**config.mk**
```make
export PLATFORM = sky130hd
export DESIGN_NAME = hub75_rx
export DESIGN_NICKNAME = d
export VERILOG_FILES = /design/src/rtl/hub75_pkg.sv /design/src/rtl/hub75_sync_edge.sv /design/src/rtl/hub75_rx.sv
export SDC_FILE = /design/constraint.sdc
export NUM_CORES = 2
export LEC_CHECK = 0
export CORE_MARGIN = 8
export CORE_UTILIZATION = 30
export CTS_BUF_LIST = sky130_fd_sc_hd__clkbuf_8
export DETAILED_ROUTE_END_ITERATION = 8
export GPL_ROUTABILITY_DRIVEN = 0
export PLACE_DENSITY_LB_ADDON = 0.08
export SLEW_MARGIN = 20
export SYNTH_ARGS = -nofsm -noshare
export SYNTH_HDL_FRONTEND = slang
export SYNTH_HIERARCHICAL = 1
export SYNTH_SLANG_ARGS = --single-unit
```
**constraint.sdc**
```tcl
create_clock -name CLK -period 4.9 [get_ports CLK]
set_clock_uncertainty 0.2 [all_clocks]
set_input_delay 0.98 -clock CLK [delete_from_list [all_inputs] [get_ports CLK]]
set_output_delay 0.98 -clock CLK [all_outputs]
set_load 0.1 [all_outputs]
```
**src/rtl/hub75_pkg.sv**
```systemverilog
// hub75_pkg: shared geometry, colour lane indices and pixel type for the
// HUB75 panel-side receiver.
package hub75_pkg;

  localparam int unsigned COLS    = 32;
  localparam int unsigned ROWS    = 8;
  localparam int unsigned CNT_W   = 16;
  localparam int unsigned NCOLOUR = 6;

  // Serial colour lane indices (upper half R1G1B1, lower half R2G2B2)
  localparam int unsigned C_R1 = 0;
  localparam int unsigned C_G1 = 1;
  localparam int unsigned C_B1 = 2;
  localparam int unsigned C_R2 = 3;
  localparam int unsigned C_G2 = 4;
  localparam int unsigned C_B2 = 5;

  // Colour plane indices inside one capture-buffer row
  localparam int unsigned PL_R = 0;
  localparam int unsigned PL_G = 1;
  localparam int unsigned PL_B = 2;

  typedef struct packed {
    logic r;
    logic g;
    logic b;
  } rgb3_t;

endpackage

```
**src/rtl/hub75_sync_edge.sv**
```systemverilog
// hub75_sync_edge: two-flop synchronizer for one asynchronous pin, plus a
// third register for rising-edge detection.
//   clk, rst : system clock, synchronous active-high reset
//   d_i      : asynchronous pin
//   rise_c   : one-cycle pulse when the synchronized level goes 0 -> 1
module hub75_sync_edge #(
  parameter logic RST_VAL = 1'b0
) (
  input  logic clk,
  input  logic rst,
  input  logic d_i,
  output logic rise_c
);

  logic s1_q, s1_d;
  logic s2_q, s2_d;
  logic s3_q, s3_d;

  // Synchronizer chain plus edge-history register
  always_comb begin
    s1_d = d_i;
    s2_d = s1_q;
    s3_d = s2_q;
  end

  always_ff @(posedge clk) begin
    if (rst) begin
      s1_q <= RST_VAL;
      s2_q <= RST_VAL;
      s3_q <= RST_VAL;
    end else begin
      s1_q <= s1_d;
      s2_q <= s2_d;
      s3_q <= s3_d;
    end
  end

  assign rise_c = s2_q & ~s3_q;

endmodule

```
**src/rtl/hub75_rx.sv**
```systemverilog
// hub75_rx: HUB75 panel-side receiver. Samples the driver's LED_* pins,
// rebuilds each scanned row from the serial RGB stream, commits it on latch
// into a 2 x ROWS x COLS RGB capture buffer and measures per-row OE on-time.
//   CLK, RST             : system clock, synchronous active-high reset
//   LED_CLK/LAT/OE       : panel shift clock, latch, active-low enable (async)
//   LED_A/B/C            : row address, C = MSB
//   LED_R1..LED_B2       : serial colour data, upper/lower half
//   rd_half/rd_row/rd_col: capture-buffer read address
//   rd_rgb               : {R,G,B} at the read address, 1-cycle latency
//   row_valid, row_addr  : row commit pulse and committed row address
//   oe_cycles            : cycles OE was low during the committed row
//   err_len              : latch seen with a bit count other than COLS
//   frame_done, frame_cnt: last-row commit pulse and wrapping frame count
module hub75_rx #(
  parameter int unsigned COLS  = hub75_pkg::COLS,
  parameter int unsigned ROWS  = hub75_pkg::ROWS,
  parameter int unsigned CNT_W = hub75_pkg::CNT_W
) (
  input  logic             CLK,
  input  logic             RST,
  input  logic             LED_CLK,
  input  logic             LED_LAT,
  input  logic             LED_OE,
  input  logic             LED_A,
  input  logic             LED_B,
  input  logic             LED_C,
  input  logic             LED_R1,
  input  logic             LED_G1,
  input  logic             LED_B1,
  input  logic             LED_R2,
  input  logic             LED_G2,
  input  logic             LED_B2,
  input  logic             rd_half,
  input  logic [2:0]       rd_row,
  input  logic [4:0]       rd_col,
  output logic [2:0]       rd_rgb,
  output logic             row_valid,
  output logic [2:0]       row_addr,
  output logic [CNT_W-1:0] oe_cycles,
  output logic             err_len,
  output logic             frame_done,
  output logic [CNT_W-1:0] frame_cnt
);

  import hub75_pkg::*;

  localparam int unsigned BCNT_W = $clog2(COLS) + 1;
  localparam int unsigned NPLAIN = 10;
  // OE idles high (panel dark), every other plain pin idles low
  localparam logic [NPLAIN-1:0] PLAIN_RST = {1'b1, 9'b0};

  // ---------------------------------------------------------------- sync
  logic clk_rise_c;
  logic lat_rise_c;

  hub75_sync_edge #(.RST_VAL(1'b0)) u_sync_clk (
    .clk    (CLK),
    .rst    (RST),
    .d_i    (LED_CLK),
    .rise_c (clk_rise_c)
  );

  hub75_sync_edge #(.RST_VAL(1'b0)) u_sync_lat (
    .clk    (CLK),
    .rst    (RST),
    .d_i    (LED_LAT),
    .rise_c (lat_rise_c)
  );

  logic [NPLAIN-1:0] pin_raw;
  logic [NPLAIN-1:0] pin_s1_q, pin_s1_d;
  logic [NPLAIN-1:0] pin_s2_q, pin_s2_d;

  // Lane order matches the C_* indices so dat_s[C_xx] is that colour
  assign pin_raw = {LED_OE, LED_C, LED_B, LED_A,
                    LED_B2, LED_G2, LED_R2, LED_B1, LED_G1, LED_R1};

  logic [NCOLOUR-1:0] dat_s;
  logic [2:0]         addr_s;
  logic               oe_s;

  assign dat_s  = pin_s2_q[NCOLOUR-1:0];
  assign addr_s = pin_s2_q[8:6];
  assign oe_s   = pin_s2_q[9];

  // ---------------------------------------------------------------- state
  logic [COLS-1:0]   sr_q  [NCOLOUR];
  logic [COLS-1:0]   sr_d  [NCOLOUR];
  logic [COLS-1:0]   mem_q [2][ROWS][3];
  logic [COLS-1:0]   mem_d [2][ROWS][3];
  logic [BCNT_W-1:0] bcnt_q, bcnt_d;
  logic [CNT_W-1:0]  oecnt_q, oecnt_d;
  logic              armed_q, armed_d;
  rgb3_t             rd_rgb_q, rd_rgb_d;
  logic              row_valid_q, row_valid_d;
  logic [2:0]        row_addr_q, row_addr_d;
  logic [CNT_W-1:0]  oe_cycles_q, oe_cycles_d;
  logic              err_len_q, err_len_d;
  logic              frame_done_q, frame_done_d;
  logic [CNT_W-1:0]  frame_cnt_q, frame_cnt_d;

  // Shift, commit, counters and readout
  always_comb begin
    pin_s1_d     = pin_raw;
    pin_s2_d     = pin_s1_q;
    sr_d         = sr_q;
    mem_d        = mem_q;
    bcnt_d       = bcnt_q;
    oecnt_d      = oecnt_q;
    armed_d      = armed_q;
    row_valid_d  = 1'b0;
    row_addr_d   = row_addr_q;
    oe_cycles_d  = oe_cycles_q;
    err_len_d    = 1'b0;
    frame_done_d = 1'b0;
    frame_cnt_d  = frame_cnt_q;

    // Reads the pre-commit buffer, so a same-cycle write is not visible
    rd_rgb_d.r = mem_q[rd_half][rd_row][PL_R][rd_col];
    rd_rgb_d.g = mem_q[rd_half][rd_row][PL_G][rd_col];
    rd_rgb_d.b = mem_q[rd_half][rd_row][PL_B][rd_col];

    if (!oe_s && (oecnt_q != {CNT_W{1'b1}})) begin
      oecnt_d = oecnt_q + CNT_W'(1);
    end

    // New bit enters at the MSB so the first column ends up at bit 0
    if (clk_rise_c) begin
      for (int c = 0; c < NCOLOUR; c++) begin
        sr_d[c] = {dat_s[c], sr_q[c][COLS-1:1]};
      end
      if (bcnt_q != {BCNT_W{1'b1}}) begin
        bcnt_d = bcnt_q + BCNT_W'(1);
      end
    end

    // Commit sees post-shift data: the driver raises LAT with the last clock
    if (lat_rise_c) begin
      if (armed_q) begin
        if (bcnt_d == BCNT_W'(COLS)) begin
          mem_d[0][addr_s][PL_R] = sr_d[C_R1];
          mem_d[0][addr_s][PL_G] = sr_d[C_G1];
          mem_d[0][addr_s][PL_B] = sr_d[C_B1];
          mem_d[1][addr_s][PL_R] = sr_d[C_R2];
          mem_d[1][addr_s][PL_G] = sr_d[C_G2];
          mem_d[1][addr_s][PL_B] = sr_d[C_B2];
          row_valid_d = 1'b1;
          row_addr_d  = addr_s;
          oe_cycles_d = oecnt_q;
          if (addr_s == 3'(ROWS - 1)) begin
            frame_done_d = 1'b1;
            frame_cnt_d  = frame_cnt_q + CNT_W'(1);
          end
        end else begin
          err_len_d = 1'b1;
        end
      end
      // First latch after reset only resynchronizes to a row boundary
      armed_d = 1'b1;
      bcnt_d  = '0;
      oecnt_d = '0;
    end
  end

  always_ff @(posedge CLK) begin
    if (RST) begin
      pin_s1_q <= PLAIN_RST;
      pin_s2_q <= PLAIN_RST;
      for (int c = 0; c < NCOLOUR; c++) begin
        sr_q[c] <= '0;
      end
      for (int h = 0; h < 2; h++) begin
        for (int r = 0; r < ROWS; r++) begin
          for (int p = 0; p < 3; p++) begin
            mem_q[h][r][p] <= '0;
          end
        end
      end
      bcnt_q       <= '0;
      oecnt_q      <= '0;
      armed_q      <= 1'b0;
      rd_rgb_q     <= '0;
      row_valid_q  <= 1'b0;
      row_addr_q   <= '0;
      oe_cycles_q  <= '0;
      err_len_q    <= 1'b0;
      frame_done_q <= 1'b0;
      frame_cnt_q  <= '0;
    end else begin
      pin_s1_q     <= pin_s1_d;
      pin_s2_q     <= pin_s2_d;
      sr_q         <= sr_d;
      mem_q        <= mem_d;
      bcnt_q       <= bcnt_d;
      oecnt_q      <= oecnt_d;
      armed_q      <= armed_d;
      rd_rgb_q     <= rd_rgb_d;
      row_valid_q  <= row_valid_d;
      row_addr_q   <= row_addr_d;
      oe_cycles_q  <= oe_cycles_d;
      err_len_q    <= err_len_d;
      frame_done_q <= frame_done_d;
      frame_cnt_q  <= frame_cnt_d;
    end
  end

  assign rd_rgb     = rd_rgb_q;
  assign row_valid  = row_valid_q;
  assign row_addr   = row_addr_q;
  assign oe_cycles  = oe_cycles_q;
  assign err_len    = err_len_q;
  assign frame_done = frame_done_q;
  assign frame_cnt  = frame_cnt_q;

endmodule

```
==> run metrics <==
sequential share of the synthesized area 49.93%; Hold Path Class in2reg; clock network power share a little under half; Clk pin slew, worst setup/hold paths 0.05 ns; DP Cell Count 9,985; part of the power in registers 49.2%; Die Area ~260,000 µm²; TritonCTS buffer count between 300 and 400; first-pass GRT wire length between 300,000 and 400,000 µm; Initial Util approximately 30%; WL/cell about 22 µm; Final Hold Viols 0; antenna-violating nets left 0; First DRT Iteration DRCs 3,087; synth unique cells 67; relative slew slack 20.59%; Tmin final around 4 ns; Placement Setup Slack -0.02760 ns; Multi-input gate area between 30,000 and 40,000 µm²; Synth area leader dfxtp_1; vias after detailed routing about 54,000; Seq. cell area 36,390 µm²; Core Area about 240,000 µm²; Vias/cell 5.120; die width about 500 µm; Worst Tran Pin Value 1.191 ns; Internal Dissipation ~23,000 µW; setup violators final 0; NumNets Final 7,156; DR pass1 iterations 7; share of post-route cells with drive strength above 1 13.56%; num rows 181; Port Buffers 63; TritonCTS clock tree done; yosys warns 6; CTS Hold Bufs 0; # Max-Cap Violations 0; Final Cycle Share 81.61%; root buffer cell clkbuf_8; Worst EP arrival between 4 and 5 ns; CTS max path bufs 4; Post-synth ARST share 0%; reg2reg path depth 10; PostCTS Resize Cnt 0; Max Clk Rate 250.1 MHz; total wire length roughly 240,000 µm; initial antenna violation count 9; crit start category flip-flop; Comb pwr share under 10%; fillers 24,600; H-tree level count 5; RSZ-0062 raised after global routing no; Post-Syn Instances around 7,200; hold path depth 2; Top-Level Pins 64; EDFF count, synth 0; kind of critical path reg2reg; run status complete, no violations; Seq cells post-synth approximately 1,800; CTS sink count 1,818; Area contributors post-synth dfxtp_1 50%, a211oi_1 16%, mux4_2 9.6%, nor2_1 9.4%, mux2i_1 5.3%; P&R area growth vs syn 14.54%; setup slack after layout 0.9013 ns; share of the synthesized area in the top cell type 49.93%; Mean Syn Cell Area 10.08 µm²; largest net degree at the start of global routing 220; Post-Syn Area 72,890 µm²; gr ovfl total 0; Worst-Skew Late Latency 1.03 ns; Setup crit end kind flip-flop; Switching Share roughly a quarter; GRT Overall Usage between 10% and 20%; Die Y 508.9 µm; CP max FO 94; vias in the first global route 53,290; P_sw ~7300 µW; Post-CTS Setup Inserts 0; syn_nets 7,256; Post-Route Utilization 34.45%; pwr dens 360.6 nW/µm²; Slew Viols, Final 0; commonest cells in the netlist 1,834 x nor2_1, 1,818 x dfxtp_1, 1,551 x a211oi_1; Pleak 0.02631 µW; most numerous cell in the Yosys netlist nor2_1; HPWL Detailed ~140,000 µm; Post-Layout Cell Count 10,580; Worst Path Required 5.55 ns; Peak VDD IR 0.1951 mV; ys flop type dfxtp_1; DRC Markers 0
==> per-stage QoR <==
stage	TNS (ns)	power, µW	cell area (µm²)	hold slack, ns
after CTS	0	30680	83450	0.05879
final	0	30110	83490	0.1743
after detailed placement	-0.02760	16360	77030	0.2084
after global routing	0	31410	83470	0.09589
after floorplan	0	15850	72890	0.1895
after global placement	-0.04877	16360	77030	0.2197
==> kinds of logic (layout without fill, tap and decap cells) <==
| group | count (synthesis) | in the layout | synth area share (%) |
|---|---|---|---|
| AO/OA/AOI/OAI | 1866 | 1866 | 19.04 |
| adder cells (fa/ha/maj) | 3 | 3 | 0.05150 |
| AND/OR/NAND/NOR | 2089 | 2089 | 11.41 |
| XOR/XNOR | 27 | 27 | 0.3244 |
| flip-flops | 1818 | 1818 | 49.93 |
| buffers and inverters | 723 | 859 | 4.243 |
| multiplexers | 704 | 704 | 15.00 |
| other | 0 | 12 | 0 |
==> worst paths after layout <==
path,startpoint,endpoint,slack [ns]
setup / recovery,bcnt_q[0],mem_q[993],0.90
hold / removal,RST,sr_q[191],0.17
setup reg to reg,bcnt_q[0],mem_q[993],0.90
hold reg to reg,pin_s1_q[9],pin_s2_q[9],0.22
==> final cells by class <==
cell class / instances / area share (%)
antenna: 12 / 0.03597
clock buffer: 412 / 6.792
clock inverter: 171 / 0.8902
inverter: 7 / 0.03147
multi-input combinational: 4689 / 40.14
sequential: 1818 / 43.59
tap: 3202 / 4.799
timing repair buffer: 269 / 3.720
==> layout by cell type (no fill, tap or decap), types with 56 or more instances in the layout <==
cell,count
nand2_1,80
clkdlybuf4s50_1,56
mux2i_1,385
buf_4,136
buf_12,73
a211oi_1,1551
nor2_1,1832
mux4_2,310
o221ai_1,58
clkbuf_8,412
inv_1,150
dfxtp_1,1818
==> registers in the layout, indices dropped and copies added (netlist names), 3 cells and up <==
register   flops
rd_rgb         3
mem_q       1536
oecnt_q       16
row_addr       3
bcnt_q         6
sr_q         192
frame_cnt     16
oe_cycles     16
pin_s2_q      10
pin_s1_q      10
==> power groups by stage <==
| stage | logic, µW | clock network (µW) | registers (µW) |
|---|---|---|---|
| 2_1_floorplan | 702 | 0 | 15100 |
| 3_3_place_gp | 1220 | 0 | 15100 |
| 3_5_place_dp | 1220 | 0 | 15100 |
| 4_1_cts | 1230 | 14600 | 14800 |
| 5_1_grt | 1280 | 15300 | 14800 |
| 6_report | 1200 | 14100 | 14800 |
==> routing by layer <==
| metal | vias to the layer above | part of all wire [%] | routed length [µm] | GRT usage (%) |
|---|---|---|---|---|
| met5 | - | 0 | 0 | 0 |
| met4 | 0 | 2.5 | 5903 | 4.949 |
| met3 | 404 | 3.4 | 8036 | 2.676 |
| met2 | 928 | 46 | 108800 | 28.83 |
| met1 | 26361 | 48 | 112400 | 24.47 |
| li1 | 26481 | - | - | - |
==> critical path, cell delays in order, from the launching register on <==
cell      delay, ns
dfxtp_1        0.43
ha_1           0.26
and3_1         0.20
a21oi_1        0.07
or4b_1         0.64
a2111o_1       0.66
nor3b_4        0.33
buf_4          0.26
buf_12         0.38
nor2_1         0.08
a211oi_1       0.23
Power figures use the tool's default switching activity.
